## src/rtl/cursor_ctrl_pkg.sv

```systemverilog
// Shared types and constants for the cursor/selection controller.
package cursor_ctrl_pkg;

    localparam int COORD_W      = 10;
    localparam int ACCEL_THRESH = 8;
    localparam int ACCEL_MULT   = 4;

    typedef enum logic [1:0] {
        ST_IDLE = 2'd0,
        ST_NAV  = 2'd1,
        ST_ANC  = 2'd2,
        ST_LOCK = 2'd3
    } state_t;

    // Move one coordinate by amt (11-bit intermediate), floor at 0, cap at vmax.
    function automatic logic [COORD_W-1:0] f_move(
        input logic [COORD_W-1:0] v,
        input logic               inc,
        input logic               dec,
        input logic [COORD_W:0]   amt,
        input logic [COORD_W:0]   vmax
    );
        logic [COORD_W:0] s;
        s = {1'b0, v};
        if (inc)
            s = s + amt;
        else if (dec)
            s = (s < amt) ? '0 : s - amt;
        if (s > vmax)
            s = vmax;
        return s[COORD_W-1:0];
    endfunction

    // Re-clamp a stored coordinate when the image shrinks.
    function automatic logic [COORD_W-1:0] f_clamp(
        input logic [COORD_W-1:0] v,
        input logic [COORD_W:0]   vmax
    );
        return ({1'b0, v} > vmax) ? vmax[COORD_W-1:0] : v;
    endfunction

endpackage

```

## src/rtl/cursor_key_repeat.sv

```systemverilog
// One direction button: rising-edge step plus frame-counted auto-repeat.
// With CURSOR_SELECTION_CTRL_ACCEL_EN defined, also flags fast steps after
// ACCEL_THRESH consecutive repeats.
module cursor_key_repeat
    import cursor_ctrl_pkg::*;
#(
    parameter int REPEAT_DELAY  = 20,
    parameter int REPEAT_PERIOD = 4
) (
    input  logic clk_vga,
    input  logic reset,
    input  logic btn,
    input  logic frame_start,
`ifdef CURSOR_SELECTION_CTRL_ACCEL_EN
    output logic fast,
`endif
    output logic step
);

    localparam int CNT_MAX = REPEAT_DELAY + REPEAT_PERIOD;
    localparam int CW      = $clog2(CNT_MAX + 1);
    localparam logic [CW-1:0] C_DLY = CW'(REPEAT_DELAY);
    localparam logic [CW-1:0] C_MAX = CW'(CNT_MAX);

    logic          r_btn_d;
    logic          r_step;
    logic [CW-1:0] r_cnt;
    logic          w_rise;
    logic          w_rep;
    logic [CW-1:0] w_cnt_inc;

    assign w_rise    = btn & ~r_btn_d;
    assign w_cnt_inc = r_cnt + 1'b1;
    // Repeat fires when the frame count reaches the delay, then at each period.
    assign w_rep     = btn & frame_start & ((w_cnt_inc == C_DLY) | (w_cnt_inc == C_MAX));
    assign step      = r_step;

    // Edge detect, hold counter (reloads to delay at delay+period, never wraps).
    always_ff @(posedge clk_vga or posedge reset) begin
        if (reset) begin
            r_btn_d <= 1'b0;
            r_step  <= 1'b0;
            r_cnt   <= '0;
        end else begin
            r_btn_d <= btn;
            r_step  <= w_rise | w_rep;
            if (!btn)
                r_cnt <= '0;
            else if (frame_start)
                r_cnt <= (w_cnt_inc == C_MAX) ? C_DLY : w_cnt_inc;
        end
    end

`ifdef CURSOR_SELECTION_CTRL_ACCEL_EN
    localparam logic [3:0] C_ACC = 4'(ACCEL_THRESH);
    logic [3:0] r_acc;
    logic       r_fast;

    assign fast = r_fast;

    // Count repeats while held; the repeat after the threshold is fast.
    always_ff @(posedge clk_vga or posedge reset) begin
        if (reset) begin
            r_acc  <= '0;
            r_fast <= 1'b0;
        end else if (!btn) begin
            r_acc  <= '0;
            r_fast <= 1'b0;
        end else if (w_rep) begin
            r_fast <= (r_acc == C_ACC);
            if (r_acc != C_ACC)
                r_acc <= r_acc + 1'b1;
        end
    end
`endif

endmodule

```

## src/rtl/cursor_selection_ctrl.sv

```systemverilog
// Cursor and selection controller for the VGA overlay. Direction buttons
// move a clamped cursor; select/cancel drive IDLE/NAVIGATE/ANCHORED/LOCKED.
// Overlay outputs are shadowed and only update on frame_start.
// Optional: CURSOR_SELECTION_CTRL_ACCEL_EN enables 4x step after long holds.
module cursor_selection_ctrl
    import cursor_ctrl_pkg::*;
#(
    parameter int STEP          = 1,
    parameter int REPEAT_DELAY  = 20,
    parameter int REPEAT_PERIOD = 4
) (
    input  logic               clk_vga,
    input  logic               reset,
    input  logic               frame_start,
    input  logic               ctrl_enable,
    input  logic               btn_up,
    input  logic               btn_down,
    input  logic               btn_left,
    input  logic               btn_right,
    input  logic               btn_select,
    input  logic               btn_cancel,
    input  logic [COORD_W-1:0] img_w,
    input  logic [COORD_W-1:0] img_h,
    output logic               cursor_enable,
    output logic [COORD_W-1:0] cursor_x,
    output logic [COORD_W-1:0] cursor_y,
    output logic               selection_enable,
    output logic [COORD_W-1:0] sel_x1,
    output logic [COORD_W-1:0] sel_y1,
    output logic [COORD_W-1:0] sel_x2,
    output logic [COORD_W-1:0] sel_y2,
    output logic               sel_done,
    output logic [1:0]         state_o
);

    localparam logic [COORD_W:0] C_STEP = (COORD_W+1)'(STEP);

    state_t             r_state, w_state_nx;
    logic               r_sel_d, r_can_d, r_sel_done;
    logic [COORD_W-1:0] r_cx, r_cy, r_x1, r_y1, r_x2, r_y2;
    logic [COORD_W-1:0] w_cx_nx, w_cy_nx, w_x1_nx, w_y1_nx, w_x2_nx, w_y2_nx;
    logic               r_o_cen, r_o_sen;
    logic [COORD_W-1:0] r_o_cx, r_o_cy, r_o_x1, r_o_y1, r_o_x2, r_o_y2;
    logic               w_stp_u, w_stp_d, w_stp_l, w_stp_r;
    logic               w_sel_rise, w_can_rise, w_mv_en;
    logic               w_inc_x, w_dec_x, w_inc_y, w_dec_y;
    logic [COORD_W:0]   w_xmax, w_ymax, w_amt_u, w_amt_d, w_amt_l, w_amt_r;
    logic [COORD_W:0]   w_amt_x, w_amt_y;

`ifdef CURSOR_SELECTION_CTRL_ACCEL_EN
    localparam logic [COORD_W:0] C_STEP_F = (COORD_W+1)'(STEP * ACCEL_MULT);
    logic w_fast_u, w_fast_d, w_fast_l, w_fast_r;
    assign w_amt_u = w_fast_u ? C_STEP_F : C_STEP;
    assign w_amt_d = w_fast_d ? C_STEP_F : C_STEP;
    assign w_amt_l = w_fast_l ? C_STEP_F : C_STEP;
    assign w_amt_r = w_fast_r ? C_STEP_F : C_STEP;
`else
    assign w_amt_u = C_STEP;
    assign w_amt_d = C_STEP;
    assign w_amt_l = C_STEP;
    assign w_amt_r = C_STEP;
`endif

    cursor_key_repeat #(.REPEAT_DELAY(REPEAT_DELAY), .REPEAT_PERIOD(REPEAT_PERIOD)) u_up (
        .clk_vga(clk_vga), .reset(reset), .btn(btn_up), .frame_start(frame_start),
`ifdef CURSOR_SELECTION_CTRL_ACCEL_EN
        .fast(w_fast_u),
`endif
        .step(w_stp_u));
    cursor_key_repeat #(.REPEAT_DELAY(REPEAT_DELAY), .REPEAT_PERIOD(REPEAT_PERIOD)) u_down (
        .clk_vga(clk_vga), .reset(reset), .btn(btn_down), .frame_start(frame_start),
`ifdef CURSOR_SELECTION_CTRL_ACCEL_EN
        .fast(w_fast_d),
`endif
        .step(w_stp_d));
    cursor_key_repeat #(.REPEAT_DELAY(REPEAT_DELAY), .REPEAT_PERIOD(REPEAT_PERIOD)) u_left (
        .clk_vga(clk_vga), .reset(reset), .btn(btn_left), .frame_start(frame_start),
`ifdef CURSOR_SELECTION_CTRL_ACCEL_EN
        .fast(w_fast_l),
`endif
        .step(w_stp_l));
    cursor_key_repeat #(.REPEAT_DELAY(REPEAT_DELAY), .REPEAT_PERIOD(REPEAT_PERIOD)) u_right (
        .clk_vga(clk_vga), .reset(reset), .btn(btn_right), .frame_start(frame_start),
`ifdef CURSOR_SELECTION_CTRL_ACCEL_EN
        .fast(w_fast_r),
`endif
        .step(w_stp_r));

    assign w_sel_rise = btn_select & ~r_sel_d;
    assign w_can_rise = btn_cancel & ~r_can_d;
    assign w_xmax     = (img_w == '0) ? '0 : {1'b0, img_w} - 1'b1;
    assign w_ymax     = (img_h == '0) ? '0 : {1'b0, img_h} - 1'b1;
    assign w_mv_en    = (r_state == ST_NAV) || (r_state == ST_ANC);
    // An axis moves only if the opposing direction is neither held nor stepping.
    assign w_inc_x    = w_mv_en & w_stp_r & ~(btn_left  | w_stp_l);
    assign w_dec_x    = w_mv_en & w_stp_l & ~(btn_right | w_stp_r);
    assign w_inc_y    = w_mv_en & w_stp_d & ~(btn_up    | w_stp_u);
    assign w_dec_y    = w_mv_en & w_stp_u & ~(btn_down  | w_stp_d);
    assign w_amt_x    = w_inc_x ? w_amt_r : w_amt_l;
    assign w_amt_y    = w_inc_y ? w_amt_d : w_amt_u;

    // Next state and next working cursor/corners.
    always_comb begin
        w_state_nx = r_state;
        w_cx_nx    = f_move(r_cx, w_inc_x, w_dec_x, w_amt_x, w_xmax);
        w_cy_nx    = f_move(r_cy, w_inc_y, w_dec_y, w_amt_y, w_ymax);
        w_x1_nx    = f_clamp(r_x1, w_xmax);
        w_y1_nx    = f_clamp(r_y1, w_ymax);
        w_x2_nx    = f_clamp(r_x2, w_xmax);
        w_y2_nx    = f_clamp(r_y2, w_ymax);
        case (r_state)
            ST_IDLE: begin
                w_state_nx = ST_NAV;
                w_cx_nx    = {1'b0, img_w[COORD_W-1:1]};
                w_cy_nx    = {1'b0, img_h[COORD_W-1:1]};
                {w_x1_nx, w_y1_nx, w_x2_nx, w_y2_nx} = '0;
            end
            ST_NAV: begin
                {w_x1_nx, w_y1_nx, w_x2_nx, w_y2_nx} = '0;
                if (w_sel_rise && !w_can_rise) begin
                    w_state_nx = ST_ANC;
                    w_x1_nx    = w_cx_nx;
                    w_y1_nx    = w_cy_nx;
                    w_x2_nx    = w_cx_nx;
                    w_y2_nx    = w_cy_nx;
                end
            end
            ST_ANC: begin
                w_x2_nx = w_cx_nx;
                w_y2_nx = w_cy_nx;
                if (w_can_rise) begin
                    w_state_nx = ST_NAV;
                    {w_x1_nx, w_y1_nx, w_x2_nx, w_y2_nx} = '0;
                end else if (w_sel_rise) begin
                    w_state_nx = ST_LOCK;
                end
            end
            default: begin
                if (w_can_rise) begin
                    w_state_nx = ST_NAV;
                    {w_x1_nx, w_y1_nx, w_x2_nx, w_y2_nx} = '0;
                end
            end
        endcase
        if (!ctrl_enable)
            w_state_nx = ST_IDLE;
    end

    // State, button edge history and working registers; disable zeroes all.
    always_ff @(posedge clk_vga or posedge reset) begin
        if (reset) begin
            r_state    <= ST_IDLE;
            r_sel_d    <= 1'b0;
            r_can_d    <= 1'b0;
            r_sel_done <= 1'b0;
            {r_cx, r_cy, r_x1, r_y1, r_x2, r_y2} <= '0;
        end else begin
            r_state    <= w_state_nx;
            r_sel_d    <= btn_select;
            r_can_d    <= btn_cancel;
            // High in the first cycle that state_o reads LOCKED.
            r_sel_done <= (r_state == ST_ANC) && (w_state_nx == ST_LOCK);
            if (!ctrl_enable)
                {r_cx, r_cy, r_x1, r_y1, r_x2, r_y2} <= '0;
            else
                {r_cx, r_cy, r_x1, r_y1, r_x2, r_y2} <=
                    {w_cx_nx, w_cy_nx, w_x1_nx, w_y1_nx, w_x2_nx, w_y2_nx};
        end
    end

    // Overlay shadow copy, refreshed only at frame start so the overlay never tears.
    always_ff @(posedge clk_vga or posedge reset) begin
        if (reset) begin
            r_o_cen <= 1'b0;
            r_o_sen <= 1'b0;
            {r_o_cx, r_o_cy, r_o_x1, r_o_y1, r_o_x2, r_o_y2} <= '0;
        end else if (frame_start) begin
            r_o_cen <= (r_state != ST_IDLE);
            r_o_sen <= (r_state == ST_ANC) || (r_state == ST_LOCK);
            {r_o_cx, r_o_cy, r_o_x1, r_o_y1, r_o_x2, r_o_y2} <=
                {r_cx, r_cy, r_x1, r_y1, r_x2, r_y2};
        end
    end

    assign cursor_enable    = r_o_cen;
    assign cursor_x         = r_o_cx;
    assign cursor_y         = r_o_cy;
    assign selection_enable = r_o_sen;
    assign sel_x1           = r_o_x1;
    assign sel_y1           = r_o_y1;
    assign sel_x2           = r_o_x2;
    assign sel_y2           = r_o_y2;
    assign sel_done         = r_sel_done;
    assign state_o          = r_state;

endmodule

```

## config.mk

```make
export PLATFORM = sky130hd
export DESIGN_NAME = cursor_selection_ctrl
export DESIGN_NICKNAME = d
export VERILOG_FILES = /design/src/rtl/cursor_ctrl_pkg.sv /design/src/rtl/cursor_key_repeat.sv /design/src/rtl/cursor_selection_ctrl.sv
export SDC_FILE = /design/constraint.sdc
export NUM_CORES = 1
export LEC_CHECK = 0
export BUFFER_PORTS_ARGS = -buffer_cell sky130_fd_sc_hd__buf_4
export CAP_MARGIN = 20
export CORE_UTILIZATION = 48
export CTS_BUF_LIST = sky130_fd_sc_hd__clkbuf_16
export DETAILED_ROUTE_END_ITERATION = 8
export GPL_ROUTABILITY_DRIVEN = 0
export GPL_TIMING_DRIVEN = 0
export PLACE_DENSITY = 0.77
export SKIP_CTS_REPAIR_TIMING = 1
export SYNTH_ARGS = -nofsm -noshare
export SYNTH_HDL_FRONTEND = slang
export SYNTH_SLANG_ARGS = --single-unit
```

## constraint.sdc

```tcl
create_clock -name clk_vga -period 4.6 [get_ports clk_vga]
set_input_delay 0.46 -clock clk_vga [delete_from_list [all_inputs] [get_ports clk_vga]]
set_output_delay 0.46 -clock clk_vga [all_outputs]
set_load 0.005 [all_outputs]
```

==> results of run 1 <==
-- cells by family after synthesis --
| logic type | Yosys count | synth area share (%) |
|---|---|---|
| AND/OR/NAND/NOR | 334 | 17.2 |
| AO/OA/AOI/OAI | 258 | 16.4 |
| buffers and inverters | 106 | 4.10 |
| multiplexers | 98 | 10.6 |
| XOR/XNOR | 34 | 2.95 |
| adder cells (fa/ha/maj) | 82 | 10.2 |
| flip-flops | 155 | 38.5 |
-- through the flow --
step / power, W / utilization, % / area [sq um] / cells / setup slack (ns)
2_1_floorplan: 0.00201 / - / 10100 / 1067 / 0.675
3_3_place_gp: 0.00228 / 54.4 / 11100 / 1430 / -0.165
3_5_place_dp: 0.00231 / 54.8 / 11200 / 1434 / -0.280
4_1_cts: 0.00375 / 57.8 / 11800 / 1466 / -0.307
5_1_grt: 0.00395 / 58.7 / 12000 / 1471 / 0.0267
6_report: 0.00380 / 58.7 / 12000 / 1471 / 0.125
-- worst reg2reg max path: stages (launching register included) --
cell	delay, ns
sky130_fd_sc_hd__dfrtp_1	0.44
sky130_fd_sc_hd__inv_1	0.12
sky130_fd_sc_hd__ha_4	0.34
sky130_fd_sc_hd__nor4bb_2	0.24
sky130_fd_sc_hd__buf_4	0.20
sky130_fd_sc_hd__and4_1	0.29
sky130_fd_sc_hd__nor3_1	0.07
sky130_fd_sc_hd__o21ai_0	0.43
sky130_fd_sc_hd__inv_1	0.10
sky130_fd_sc_hd__ha_1	0.32
sky130_fd_sc_hd__nand3_1	0.12
sky130_fd_sc_hd__a211oi_1	0.38
sky130_fd_sc_hd__nor4b_2	0.11
sky130_fd_sc_hd__a211o_1	0.30
sky130_fd_sc_hd__buf_6	0.19
sky130_fd_sc_hd__mux2i_4	0.28
sky130_fd_sc_hd__o22ai_1	0.14
sky130_fd_sc_hd__mux2_2	0.28
-- area by class of cell --
cell class                      instances  share of cell area (%)
Timing Repair Buffer                  102                    6.83
Tap cell                              270                    2.82
Inverter                               52                    1.66
Clock buffer                           17                    3.55
Clock inverter                         15                    1.45
Sequential cell                       155                    32.4
Buffer                                 54                    1.92
Multi-Input combinational cell        806                    49.4
-- worst min-delay path by stage --
stage                                from            to  slack (ns)  cells after the start
after global placement    u_right.r_btn_d  u_right.step        0.41                      1
final                          btn_select       r_sel_d        0.16                      1
after detailed placement   u_down.r_btn_d   u_down.step        0.42                      1
after floorplan            u_down.r_btn_d   u_down.step        0.40                      1
after global routing           btn_select       r_sel_d        0.14                      1
after CTS                           reset     sel_x2[7]       -0.02                      2
-- flip-flops by register name (all words and copies together) (netlist names), 10 cells and up --
signal and cells:
sel_x1 10, sel_x2 10, r_x1 10, r_cx 10
r_y2 10, r_y1 10, cursor_x 10, cursor_y 10
sel_y1 10, sel_y2 10, r_x2 10, r_cy 10
-- cell usage in the layout, fill, tap and decap left out, types with 20 or more instances in the layout --
master and n:
sky130_fd_sc_hd__clkbuf_1 38, sky130_fd_sc_hd__o21ai_0 51, sky130_fd_sc_hd__nand3_1 44, sky130_fd_sc_hd__inv_1 51
sky130_fd_sc_hd__a21oi_1 81, sky130_fd_sc_hd__mux2_2 68, sky130_fd_sc_hd__buf_4 99, sky130_fd_sc_hd__nand2_1 68
sky130_fd_sc_hd__nor2_1 81, sky130_fd_sc_hd__xnor2_1 28, sky130_fd_sc_hd__nor2b_1 21, sky130_fd_sc_hd__dfrtp_1 155
sky130_fd_sc_hd__ha_1 81, sky130_fd_sc_hd__mux2i_1 20, sky130_fd_sc_hd__nor3_1 27
-- power by group through the flow --
stage / sequential, W / clock [W] / combinational (W)
after floorplan: 0.00153 / 0 / 0.000486
after global placement: 0.00154 / 0 / 0.000734
after detailed placement: 0.00155 / 0 / 0.000763
after CTS: 0.00152 / 0.00146 / 0.000771
after global routing: 0.00154 / 0.00152 / 0.000889
final: 0.00152 / 0.00145 / 0.000821
-- layer usage --
metal | routed length, um | global-route usage, % | vias to the layer above
li1 | - | - | 4135
met1 | 12600 | 37.2 | 4334
met5 | 0 | 0 | -
met2 | 12500 | 39.4 | 509
met4 | 1240 | 13.5 | 0
met3 | 2500 | 5.99 | 114
==> flow_results.xml, run 1 <==
<?xml version="1.0" encoding="UTF-8"?>
<metrics>
  <group name="detailed_routing">
    <metric name="viasPerCell" unit="">6.18</metric>
    <metric name="routedWlPerCell" unit="um">19.6</metric>
    <metric name="drt_first_iter_violations" unit="">932</metric>
    <metric name="totalWireLength" unit="mm">28.8</metric>
    <metric name="drc_errors" unit="">0</metric>
    <metric name="vias" unit="">9092</metric>
    <metric name="drt_pre_antenna_iters" unit="">6</metric>
    <metric name="final_antenna_net_count" unit="">0</metric>
  </group>
  <group name="logic_synthesis">
    <metric name="synthTopCellsByArea" unit="">sky130_fd_sc_hd__dfrtp_1 38%, sky130_fd_sc_hd__ha_1 10%, sky130_fd_sc_hd__mux2_2 7.6%, sky130_fd_sc_hd__a21oi_1 4.0%, sky130_fd_sc_hd__nor2_1 3.0%</metric>
    <metric name="async_flop_share" unit="%">100</metric>
    <metric name="dominantRegCellSynth" unit="">sky130_fd_sc_hd__dfrtp_1</metric>
    <metric name="synth_sequential_area_ratio" unit="%">38.5</metric>
    <metric name="syn_area" unit="sq um">10100</metric>
    <metric name="area_share_of_the_largest_cell_type_after_synthesis" unit="%">38.5</metric>
    <metric name="syn-instance-count" unit="">1067</metric>
    <metric name="synth_nets" unit="">1179</metric>
    <metric name="synthMostInstantiatedCell" unit="">sky130_fd_sc_hd__dfrtp_1</metric>
    <metric name="yosys_register_bits" unit="">155</metric>
    <metric name="ys.warnings.count" unit="">0</metric>
    <metric name="post_synth.cell_area_avg" unit="sq um">9.45</metric>
    <metric name="yosys.area.top_type" unit="">sky130_fd_sc_hd__dfrtp_1</metric>
    <metric name="ys_types" unit="">73</metric>
    <metric name="post_synth_most_frequent_cells" unit="">155 x sky130_fd_sc_hd__dfrtp_1, 82 x sky130_fd_sc_hd__ha_1, 81 x sky130_fd_sc_hd__a21oi_1, 81 x sky130_fd_sc_hd__nor2_1</metric>
    <metric name="synth_enable_flop_cells" unit="">0</metric>
  </group>
  <group name="critical_path">
    <metric name="crit_path_max_fanout" unit="">10</metric>
    <metric name="endpoint" unit="">r_y1[5]</metric>
    <metric name="logic_depth_of_the_worst_path_buffers_included" unit="">17</metric>
    <metric name="critical_path_buf_inv_count" unit="">4</metric>
    <metric name="critical-path-top-cell-by-count" unit="">sky130_fd_sc_hd__inv_1</metric>
    <metric name="critPathLaunchType" unit="">flip-flop</metric>
    <metric name="worst_setup_path_startpoint" unit="">state_o[0]</metric>
    <metric name="critical_path_arrival" unit="ns">4.80</metric>
    <metric name="worst_path_dominant_cell_family" unit="">compound AO/OA/AOI/OAI gates</metric>
    <metric name="endpoint_kind" unit="">flip-flop</metric>
    <metric name="crit-reg2reg-launch" unit="">state_o[0]</metric>
    <metric name="reg2regPathDepth" unit="">17</metric>
    <metric name="critPathRequiredTime" unit="ns">4.93</metric>
    <metric name="worst_path_cell_with_the_longest_stage_delay" unit="">sky130_fd_sc_hd__dfrtp_1</metric>
    <metric name="regToRegEndpoint" unit="">r_y1[5]</metric>
    <metric name="crit_path_cell_trace" unit="">inv_1, ha_4, nor4bb_2, buf_4, and4_1, nor3_1, o21ai_0, inv_1, ha_1, nand3_1, a211oi_1, nor4b_2, a211o_1, buf_6, mux2i_4, o22ai_1, mux2_2</metric>
    <metric name="cpPeakStageDelay" unit="ns">0.44</metric>
    <metric name="setup.reg_to_reg.worst_slack" unit="ns">0.12</metric>
    <metric name="criticalPathCategory" unit="">reg2reg</metric>
  </group>
  <group name="timing">
    <metric name="period_share" unit="%">97.3</metric>
    <metric name="max_freq" unit="MHz">223</metric>
    <metric name="final_hold_viol_count" unit="">0</metric>
    <metric name="accumulated_negative_setup_slack" unit="ns">0</metric>
    <metric name="slew_of_the_pin_with_the_lowest_slew_margin" unit="ns">1.07</metric>
    <metric name="max-slew-margin-rel" unit="%">28.4</metric>
    <metric name="final.min_clock_period" unit="ns">4.48</metric>
    <metric name="unrepaired_setup_endpoints_after_global_routing" unit="">no</metric>
    <metric name="maxSlewViolCount" unit="">0</metric>
    <metric name="setup_violations" unit="">0</metric>
    <metric name="hold_ws" unit="ns">0.161</metric>
    <metric name="clock-skew-final" unit="ns">0.00888</metric>
  </group>
  <group name="grt">
    <metric name="pin_count_of_the_biggest_net_entering_global_routing" unit="">43</metric>
    <metric name="track_usage" unit="%">26.8</metric>
    <metric name="grt_first_pass_wirelength" unit="mm">44.9</metric>
    <metric name="vias_in_the_first_global_route" unit="">8486</metric>
    <metric name="antenna_found_initial" unit="">0</metric>
    <metric name="globalRouteOverflowTotal" unit="">0</metric>
  </group>
  <group name="hold_path">
    <metric name="hold_class" unit="">in2reg</metric>
  </group>
  <group name="floorplanning">
    <metric name="design.die.area" unit="sq um">21600</metric>
    <metric name="fp.dieW" unit="um">147</metric>
    <metric name="rows" unit="">52</metric>
    <metric name="die_span_in_y" unit="um">147</metric>
    <metric name="design.core.area" unit="sq um">20400</metric>
    <metric name="pin_count" unit="">95</metric>
    <metric name="initial_core_util" unit="%">49.4</metric>
  </group>
  <group name="run_status">
    <metric name="run_status" unit="">finished clean</metric>
  </group>
  <group name="clock_tree">
    <metric name="clock_latency" unit="ns">0.44</metric>
    <metric name="clockRootBuffer" unit="">sky130_fd_sc_hd__clkbuf_16</metric>
    <metric name="worst_setup_hold_path_clk_slew" unit="ns">0.06</metric>
    <metric name="cts_inserted_buffers" unit="">17</metric>
    <metric name="clock_tree.buffer_depth" unit="">2</metric>
    <metric name="cts_tree" unit="">yes</metric>
    <metric name="cts.htree.levels" unit="">4</metric>
    <metric name="cts_sinks" unit="">155</metric>
  </group>
  <group name="power">
    <metric name="combinational_group_share_of_total_power" unit="%">21.6</metric>
    <metric name="net_switching" unit="W">0.00116</metric>
    <metric name="pwr-share-seq" unit="%">40.1</metric>
    <metric name="cellPowerDensity" unit="nW/um^2">317</metric>
    <metric name="swShare" unit="%">30.6</metric>
    <metric name="internal-power" unit="W">0.00264</metric>
    <metric name="power.ir.vdd_worst" unit="V">0.000244</metric>
    <metric name="pwr-share-clk" unit="%">38.2</metric>
    <metric name="total_leakage_power" unit="nW">5.65</metric>
  </group>
  <group name="final_layout">
    <metric name="num_antenna_cells" unit="">0</metric>
    <metric name="area_growth_syn_to_layout" unit="%">18.9</metric>
    <metric name="layout.area.seq" unit="sq um">3880</metric>
    <metric name="multi_input_gate_area" unit="sq um">5920</metric>
    <metric name="final_net_count" unit="">1300</metric>
    <metric name="drive_gt1_share" unit="%">20.6</metric>
    <metric name="layout.filler_cells" unit="">1760</metric>
  </group>
  <group name="placed_design">
    <metric name="dp_hpwl" unit="mm">21.0</metric>
    <metric name="buffer_ports.inserted" unit="">93</metric>
  </group>
  <group name="flow_run">
    <metric name="maxCapViolCount" unit="">0</metric>
  </group>
</metrics>
Note: power is estimated with default switching activity, not from simulation.
==> inputs of run 2 (changes only) <==
MAX_ROUTING_LAYER = met4   (was default)
PLACE_DENSITY = 0.75   (was 0.77)
clock period = 4.7 ns   (was 4.6 ns; I/O delays follow)
==> run 2 against run 1 <==
Design area shrank 1.0%. Global-route usage increased by 0.79 points. Sequential cell count stayed put. Cell count is 0.54% lower. Maximum frequency grew 0.48%. First-iteration DRC count rose by 12%. Via count decreased by 0.85%. Sequential power hardly changed. Die area stayed put.
==> flow_results.xml, run 2 (same netlist as run 1, synthesis figures left out) <==
<?xml version="1.0" encoding="UTF-8"?>
<metrics>
  <group name="run_status">
    <metric name="run_status" unit="">finished clean</metric>
  </group>
  <group name="floorplanning">
    <metric name="rows" unit="">52</metric>
    <metric name="design.core.area" unit="sq um">20400</metric>
    <metric name="initial_core_util" unit="%">49.4</metric>
    <metric name="die_span_in_y" unit="um">147</metric>
    <metric name="fp.dieW" unit="um">147</metric>
    <metric name="design.die.area" unit="sq um">21600</metric>
    <metric name="pin_count" unit="">95</metric>
  </group>
  <group name="placed_design">
    <metric name="dp_slack" unit="ns">-0.160</metric>
    <metric name="dp_hpwl" unit="mm">21.0</metric>
    <metric name="buffer_ports.inserted" unit="">93</metric>
  </group>
  <group name="timing">
    <metric name="final.min_clock_period" unit="ns">4.45</metric>
    <metric name="postLayoutSetupSlackWorst" unit="ns">0.246</metric>
    <metric name="slew_of_the_pin_with_the_lowest_slew_margin" unit="ns">1.08</metric>
    <metric name="maxSlewViolCount" unit="">0</metric>
    <metric name="period_share" unit="%">94.8</metric>
    <metric name="max-slew-margin-rel" unit="%">28.0</metric>
    <metric name="setup_violations" unit="">0</metric>
    <metric name="hold_ws" unit="ns">0.127</metric>
    <metric name="final_hold_viol_count" unit="">0</metric>
    <metric name="clock-skew-final" unit="ns">0.0100</metric>
    <metric name="max_freq" unit="MHz">225</metric>
  </group>
  <group name="flow_run">
    <metric name="maxCapViolCount" unit="">0</metric>
  </group>
  <group name="detailed_routing">
    <metric name="drt-met1-wl" unit="mm">12.3</metric>
    <metric name="wl_met2" unit="mm">12.6</metric>
    <metric name="drt_first_iter_violations" unit="">1044</metric>
    <metric name="drt_pre_antenna_iters" unit="">6</metric>
    <metric name="final_antenna_net_count" unit="">0</metric>
    <metric name="totalWireLength" unit="mm">28.7</metric>
    <metric name="drc_errors" unit="">0</metric>
    <metric name="met3_wirelength" unit="mm">2.56</metric>
    <metric name="vias" unit="">9015</metric>
    <metric name="top_layer_used" unit="">met4</metric>
    <metric name="viasPerCell" unit="">6.16</metric>
    <metric name="routedWlPerCell" unit="um">19.6</metric>
  </group>
  <group name="final_layout">
    <metric name="layout_commonest_cell" unit="">sky130_fd_sc_hd__dfrtp_1</metric>
    <metric name="num_antenna_cells" unit="">0</metric>
    <metric name="drive_gt1_share" unit="%">19.7</metric>
    <metric name="final_net_count" unit="">1294</metric>
    <metric name="area_growth_syn_to_layout" unit="%">17.6</metric>
    <metric name="layout.cells.most_common_list" unit="">154 x sky130_fd_sc_hd__dfrtp_1, 96 x sky130_fd_sc_hd__buf_4, 81 x sky130_fd_sc_hd__nor2_1, 81 x sky130_fd_sc_hd__a21oi_1, 81 x sky130_fd_sc_hd__ha_1</metric>
  </group>
  <group name="grt">
    <metric name="antenna_found_initial" unit="">0</metric>
    <metric name="track_usage" unit="%">27.6</metric>
    <metric name="globalRouteOverflowTotal" unit="">0</metric>
    <metric name="pin_count_of_the_biggest_net_entering_global_routing" unit="">91</metric>
    <metric name="grt_first_pass_wirelength" unit="mm">45.0</metric>
    <metric name="vias_in_the_first_global_route" unit="">8426</metric>
  </group>
  <group name="clock_tree">
    <metric name="cts_inserted_buffers" unit="">17</metric>
    <metric name="clock_latency" unit="ns">0.43</metric>
    <metric name="worst_setup_hold_path_clk_slew" unit="ns">0.06</metric>
    <metric name="cts_sinks" unit="">155</metric>
    <metric name="cts.htree.levels" unit="">4</metric>
    <metric name="clockRootBuffer" unit="">sky130_fd_sc_hd__clkbuf_16</metric>
    <metric name="clock_tree.buffer_depth" unit="">2</metric>
    <metric name="cts_tree" unit="">yes</metric>
  </group>
  <group name="critical_path">
    <metric name="critPathRequiredTime" unit="ns">5.02</metric>
    <metric name="crit_path_max_fanout" unit="">10</metric>
    <metric name="endpoint_kind" unit="">flip-flop</metric>
    <metric name="criticalPathCategory" unit="">reg2reg</metric>
    <metric name="critical_path_arrival" unit="ns">4.78</metric>
    <metric name="critPathLaunchType" unit="">flip-flop</metric>
  </group>
  <group name="power">
    <metric name="cellPowerDensity" unit="nW/um^2">306</metric>
    <metric name="p_total" unit="W">0.00363</metric>
    <metric name="power.ir.vdd_worst" unit="V">0.000223</metric>
    <metric name="total_leakage_power" unit="nW">5.60</metric>
  </group>
  <group name="hold_path">
    <metric name="hold_class" unit="">in2async</metric>
  </group>
</metrics>
[run 2: changes by cell type in the layout (fill, tap and decap cells not counted), moves of 2 or more]
cell / delta
sky130_fd_sc_hd__buf_12: -4
sky130_fd_sc_hd__clkinv_1: +4
sky130_fd_sc_hd__clkinvlp_4: -4
sky130_fd_sc_hd__buf_4: -3
sky130_fd_sc_hd__clkinv_4: -2
[run 2: final cells by class]
| type | instances | area [sq um] |
|---|---|---|
| Clock inverter | 13 | 135 |
| Fill cell | 1793 | 8570 |
| Clock buffer | 17 | 425 |
| Sequential cell | 155 | 3880 |
| Inverter | 52 | 200 |
| Timing Repair Buffer | 96 | 741 |
| Buffer | 54 | 229 |
| Tap cell | 270 | 338 |
| Multi-Input combinational cell | 806 | 5910 |
[run 2: worst paths after layout]
check | slack (ns) | start | to | cells past startpoint
setup / recovery | 0.25 | state_o[0] | r_x1[3] | 15
hold / removal | 0.13 | reset | u_right.r_cnt[4] | 2
setup reg to reg | 0.25 | state_o[0] | r_x1[3] | 15
hold reg to reg | 0.43 | u_right.r_btn_d | u_right.step | 1
max in group asynchronous | 3.69 | reset | cursor_y[7] | 3
min in group clk_vga | 0.18 | btn_select | r_sel_d | 1
[run 2: routing by layer]
layer	vias to the layer above	GRT usage, %
li1	4121	-
met1	4310	37.1
met2	483	40.2
met3	101	5.19
met4	0	13.1
met5	-	-
[run 2: power by group]
part	internal (W)	switching, W	total [W]
Clock	0.000813	0.000534	0.00135
Combinational	0.000322	0.000470	0.000792
Sequential	0.00142	0.0000738	0.00149
Total	0.00255	0.00108	0.00363
[run 2: worst max-delay path: stages (launching register included)]
cell and delay [ns]:
sky130_fd_sc_hd__dfrtp_1 0.43, sky130_fd_sc_hd__inv_1 0.09, sky130_fd_sc_hd__ha_2 0.44, sky130_fd_sc_hd__nand4bb_1 0.27, sky130_fd_sc_hd__or4_4 0.56, sky130_fd_sc_hd__a21oi_2 0.16, sky130_fd_sc_hd__nor3_2 0.07, sky130_fd_sc_hd__ha_1 0.33
sky130_fd_sc_hd__a21o_1 0.20, sky130_fd_sc_hd__a21oi_1 0.23, sky130_fd_sc_hd__nor4b_1 0.29, sky130_fd_sc_hd__a211o_1 0.17, sky130_fd_sc_hd__clkbuf_4 0.26, sky130_fd_sc_hd__mux2i_2 0.40, sky130_fd_sc_hd__o221ai_1 0.24, sky130_fd_sc_hd__o211a_1 0.20
[run 2: metrics by stage]
stage	TNS (ns)	std cells	utilization, %	cell area [sq um]
CTS	-0.844	1461	57.3	11700
floorplan	0	1067	-	10100
detailed placement	-0.413	1431	54.6	11200
finish	0	1463	58.1	11900
global route	-0.00965	1463	58.1	11900
global placement	-272.60	1430	54.4	11100
==> inputs of run 3 (changes only) <==
CTS_BUF_LIST = sky130_fd_sc_hd__clkbuf_4   (was sky130_fd_sc_hd__clkbuf_16)
==> run 3 against run 2 <==
Worst hold slack worse by 0.10 ns. Critical path depth stayed put. Critical endpoint is now r_x1[5]. Clock-buffer cell count is 1 higher. Clock skew is 0.011 ns higher. Combinational power about the same. Total power down 15%. Design area fell by 2.4%. Via count down 0.17%. First-iteration DRC count fell by 25%. Cell count about the same. Largest power group unchanged. Core utilization fell by 1.4 points.
==> flow_results.xml, run 3 (same netlist as run 1, synthesis figures left out) <==
<?xml version="1.0" encoding="UTF-8"?>
<metrics>
  <group name="detailed_routing">
    <metric name="drt_pre_antenna_iters" unit="">8</metric>
    <metric name="routedWlPerCell" unit="um">19.3</metric>
    <metric name="drt_first_iter_violations" unit="">787</metric>
    <metric name="totalWireLength" unit="mm">28.3</metric>
    <metric name="final_antenna_net_count" unit="">0</metric>
    <metric name="viasPerCell" unit="">6.15</metric>
    <metric name="vias" unit="">9000</metric>
    <metric name="drc_errors" unit="">0</metric>
  </group>
  <group name="clock_tree">
    <metric name="worst_setup_hold_path_clk_slew" unit="ns">0.12</metric>
    <metric name="cts_inserted_buffers" unit="">17</metric>
    <metric name="clock_tree.buffer_depth" unit="">2</metric>
    <metric name="cts_sinks" unit="">155</metric>
    <metric name="cts_tree" unit="">yes</metric>
    <metric name="cts.htree.levels" unit="">4</metric>
    <metric name="clockRootBuffer" unit="">sky130_fd_sc_hd__clkbuf_4</metric>
    <metric name="clock_latency" unit="ns">0.59</metric>
  </group>
  <group name="critical_path">
    <metric name="reg2regPathDepth" unit="">15</metric>
    <metric name="critPathLaunchType" unit="">flip-flop</metric>
    <metric name="endpoint" unit="">r_x1[5]</metric>
    <metric name="endpoint_kind" unit="">flip-flop</metric>
    <metric name="logic_depth_of_the_worst_path_buffers_included" unit="">15</metric>
    <metric name="critPathRequiredTime" unit="ns">5.19</metric>
    <metric name="cpPeakStageDelay" unit="ns">0.45</metric>
    <metric name="worst_path_cell_with_the_longest_stage_delay" unit="">sky130_fd_sc_hd__dfrtp_2</metric>
    <metric name="criticalPathCategory" unit="">reg2reg</metric>
    <metric name="worst_setup_path_startpoint" unit="">state_o[1]</metric>
    <metric name="crit_path_max_fanout" unit="">10</metric>
    <metric name="crit_path_cell_trace" unit="">inv_1, ha_2, and4bb_1, nand4_1, a311oi_1, a31oi_2, ha_1, nand3_1, a211oi_1, nor4b_1, a211o_1, buf_2, mux2i_4, o221ai_1, o211a_1</metric>
    <metric name="setup.reg_to_reg.worst_slack" unit="ns">0.11</metric>
    <metric name="critical_path_arrival" unit="ns">5.08</metric>
    <metric name="critical_path_buf_inv_count" unit="">2</metric>
    <metric name="regToRegEndpoint" unit="">r_x1[5]</metric>
    <metric name="crit-reg2reg-launch" unit="">state_o[1]</metric>
    <metric name="worst_path_dominant_cell_family" unit="">compound AO/OA/AOI/OAI gates</metric>
  </group>
  <group name="grt">
    <metric name="antenna_found_initial" unit="">1</metric>
    <metric name="vias_in_the_first_global_route" unit="">8420</metric>
    <metric name="grt_first_pass_wirelength" unit="mm">44.5</metric>
    <metric name="globalRouteOverflowTotal" unit="">0</metric>
    <metric name="track_usage" unit="%">27.4</metric>
    <metric name="pin_count_of_the_biggest_net_entering_global_routing" unit="">91</metric>
  </group>
  <group name="timing">
    <metric name="final_hold_viol_count" unit="">0</metric>
    <metric name="final.min_clock_period" unit="ns">4.59</metric>
    <metric name="max-slew-margin-rel" unit="%">29.8</metric>
    <metric name="setup_violations" unit="">0</metric>
    <metric name="max_freq" unit="MHz">218</metric>
    <metric name="unrepaired_setup_endpoints_after_global_routing" unit="">yes</metric>
    <metric name="period_share" unit="%">97.7</metric>
    <metric name="maxSlewViolCount" unit="">0</metric>
    <metric name="clock-skew-final" unit="ns">0.0210</metric>
    <metric name="slew_of_the_pin_with_the_lowest_slew_margin" unit="ns">1.02</metric>
  </group>
  <group name="floorplanning">
    <metric name="die_span_in_y" unit="um">147</metric>
    <metric name="design.die.area" unit="sq um">21600</metric>
    <metric name="pin_count" unit="">95</metric>
    <metric name="initial_core_util" unit="%">49.4</metric>
    <metric name="design.core.area" unit="sq um">20400</metric>
    <metric name="fp.dieW" unit="um">147</metric>
    <metric name="rows" unit="">52</metric>
  </group>
  <group name="final_layout">
    <metric name="final-instance-count-excl-fill" unit="">1464</metric>
    <metric name="layout.cells.most_common_list" unit="">153 x sky130_fd_sc_hd__dfrtp_1, 95 x sky130_fd_sc_hd__buf_4, 81 x sky130_fd_sc_hd__nor2_1, 81 x sky130_fd_sc_hd__a21oi_1, 81 x sky130_fd_sc_hd__ha_1</metric>
    <metric name="layout_commonest_cell" unit="">sky130_fd_sc_hd__dfrtp_1</metric>
    <metric name="layout.core_utilization" unit="%">56.7</metric>
    <metric name="final_net_count" unit="">1294</metric>
    <metric name="drive_gt1_share" unit="%">19.8</metric>
    <metric name="area_growth_syn_to_layout" unit="%">14.9</metric>
  </group>
  <group name="power">
    <metric name="total_leakage_power" unit="nW">5.47</metric>
    <metric name="power.ir.vdd_worst" unit="V">0.000130</metric>
    <metric name="cellPowerDensity" unit="nW/um^2">268</metric>
  </group>
  <group name="placed_design">
    <metric name="dp_hpwl" unit="mm">21.0</metric>
    <metric name="dp.cells" unit="">1431</metric>
    <metric name="buffer_ports.inserted" unit="">93</metric>
  </group>
  <group name="run_status">
    <metric name="run_status" unit="">finished clean</metric>
  </group>
  <group name="hold_path">
    <metric name="hold_class" unit="">in2reg</metric>
  </group>
  <group name="flow_run">
    <metric name="maxCapViolCount" unit="">0</metric>
  </group>
</metrics>
==> run 3: worst register-to-register path, delay by kind of cell (launching register included) <==
kind / cells / cell delay, ns
flops: 1 / 0.45
fa+ha+maj: 2 / 0.79
mux: 1 / 0.39
compound gates: 6 / 1.26
buf+inv: 2 / 0.43
simple gates: 4 / 1.18
==> run 3: final cells by class <==
class | instances | area [sq um]
Fill cell | 1853 | 8850
Multi-Input combinational cell | 806 | 5920
Sequential cell | 155 | 3880
Timing Repair Buffer | 96 | 743
Tap cell | 270 | 338
Buffer | 54 | 226
Inverter | 52 | 200
Clock buffer | 18 | 135
Clock inverter | 12 | 131
Antenna cell | 1 | 2.50
==> run 3: per-layer routing <==
layer	up-vias	routed length, um	share of wire, %	GRT usage, %
met1	4265	12000	42	36.5
met4	0	1250	4.4	13.9
met5	-	0	0	-
met2	486	12400	44	39.7
li1	4128	-	-	-
met3	121	2640	9.3	5.28
==> run 3: power breakdown <==
group | switching [W] | internal (W)
Clock | 0.000463 | 0.000357
Combinational | 0.000469 | 0.000324
Sequential | 0.0000733 | 0.00142
Total | 0.00101 | 0.00210
==> run 3: worst min path at each step <==
| stage | cells after the start | start | slack (ns) | endpoint |
|---|---|---|---|---|
| after floorplan | 1 | u_down.r_btn_d | 0.40 | u_down.step |
| after global placement | 1 | u_right.r_btn_d | 0.41 | u_right.step |
| after detailed placement | 1 | u_right.r_btn_d | 0.42 | u_right.step |
| after CTS | 2 | reset | -0.04 | u_right.r_cnt[4] |
| after global routing | 1 | btn_cancel | 0.002 | r_can_d |
| final | 1 | btn_select | 0.03 | r_sel_d |
==> run 3: through the flow <==
stage | cell area [sq um] | total power [W] | setup WS, ns | setup TNS [ns] | hold WS, ns
2_1_floorplan | 10100 | 0.00197 | 0.0518 | 0 | 0.404
3_3_place_gp | 11100 | 0.00223 | -1.78 | -272.60 | 0.410
3_5_place_dp | 11200 | 0.00226 | -0.160 | -0.413 | 0.416
4_1_cts | 11400 | 0.00308 | -0.217 | -0.927 | -0.0366
5_1_grt | 11600 | 0.00325 | -0.0620 | -0.236 | 0.00225
6_report | 11600 | 0.00310 | 0.110 | 0 | 0.0273
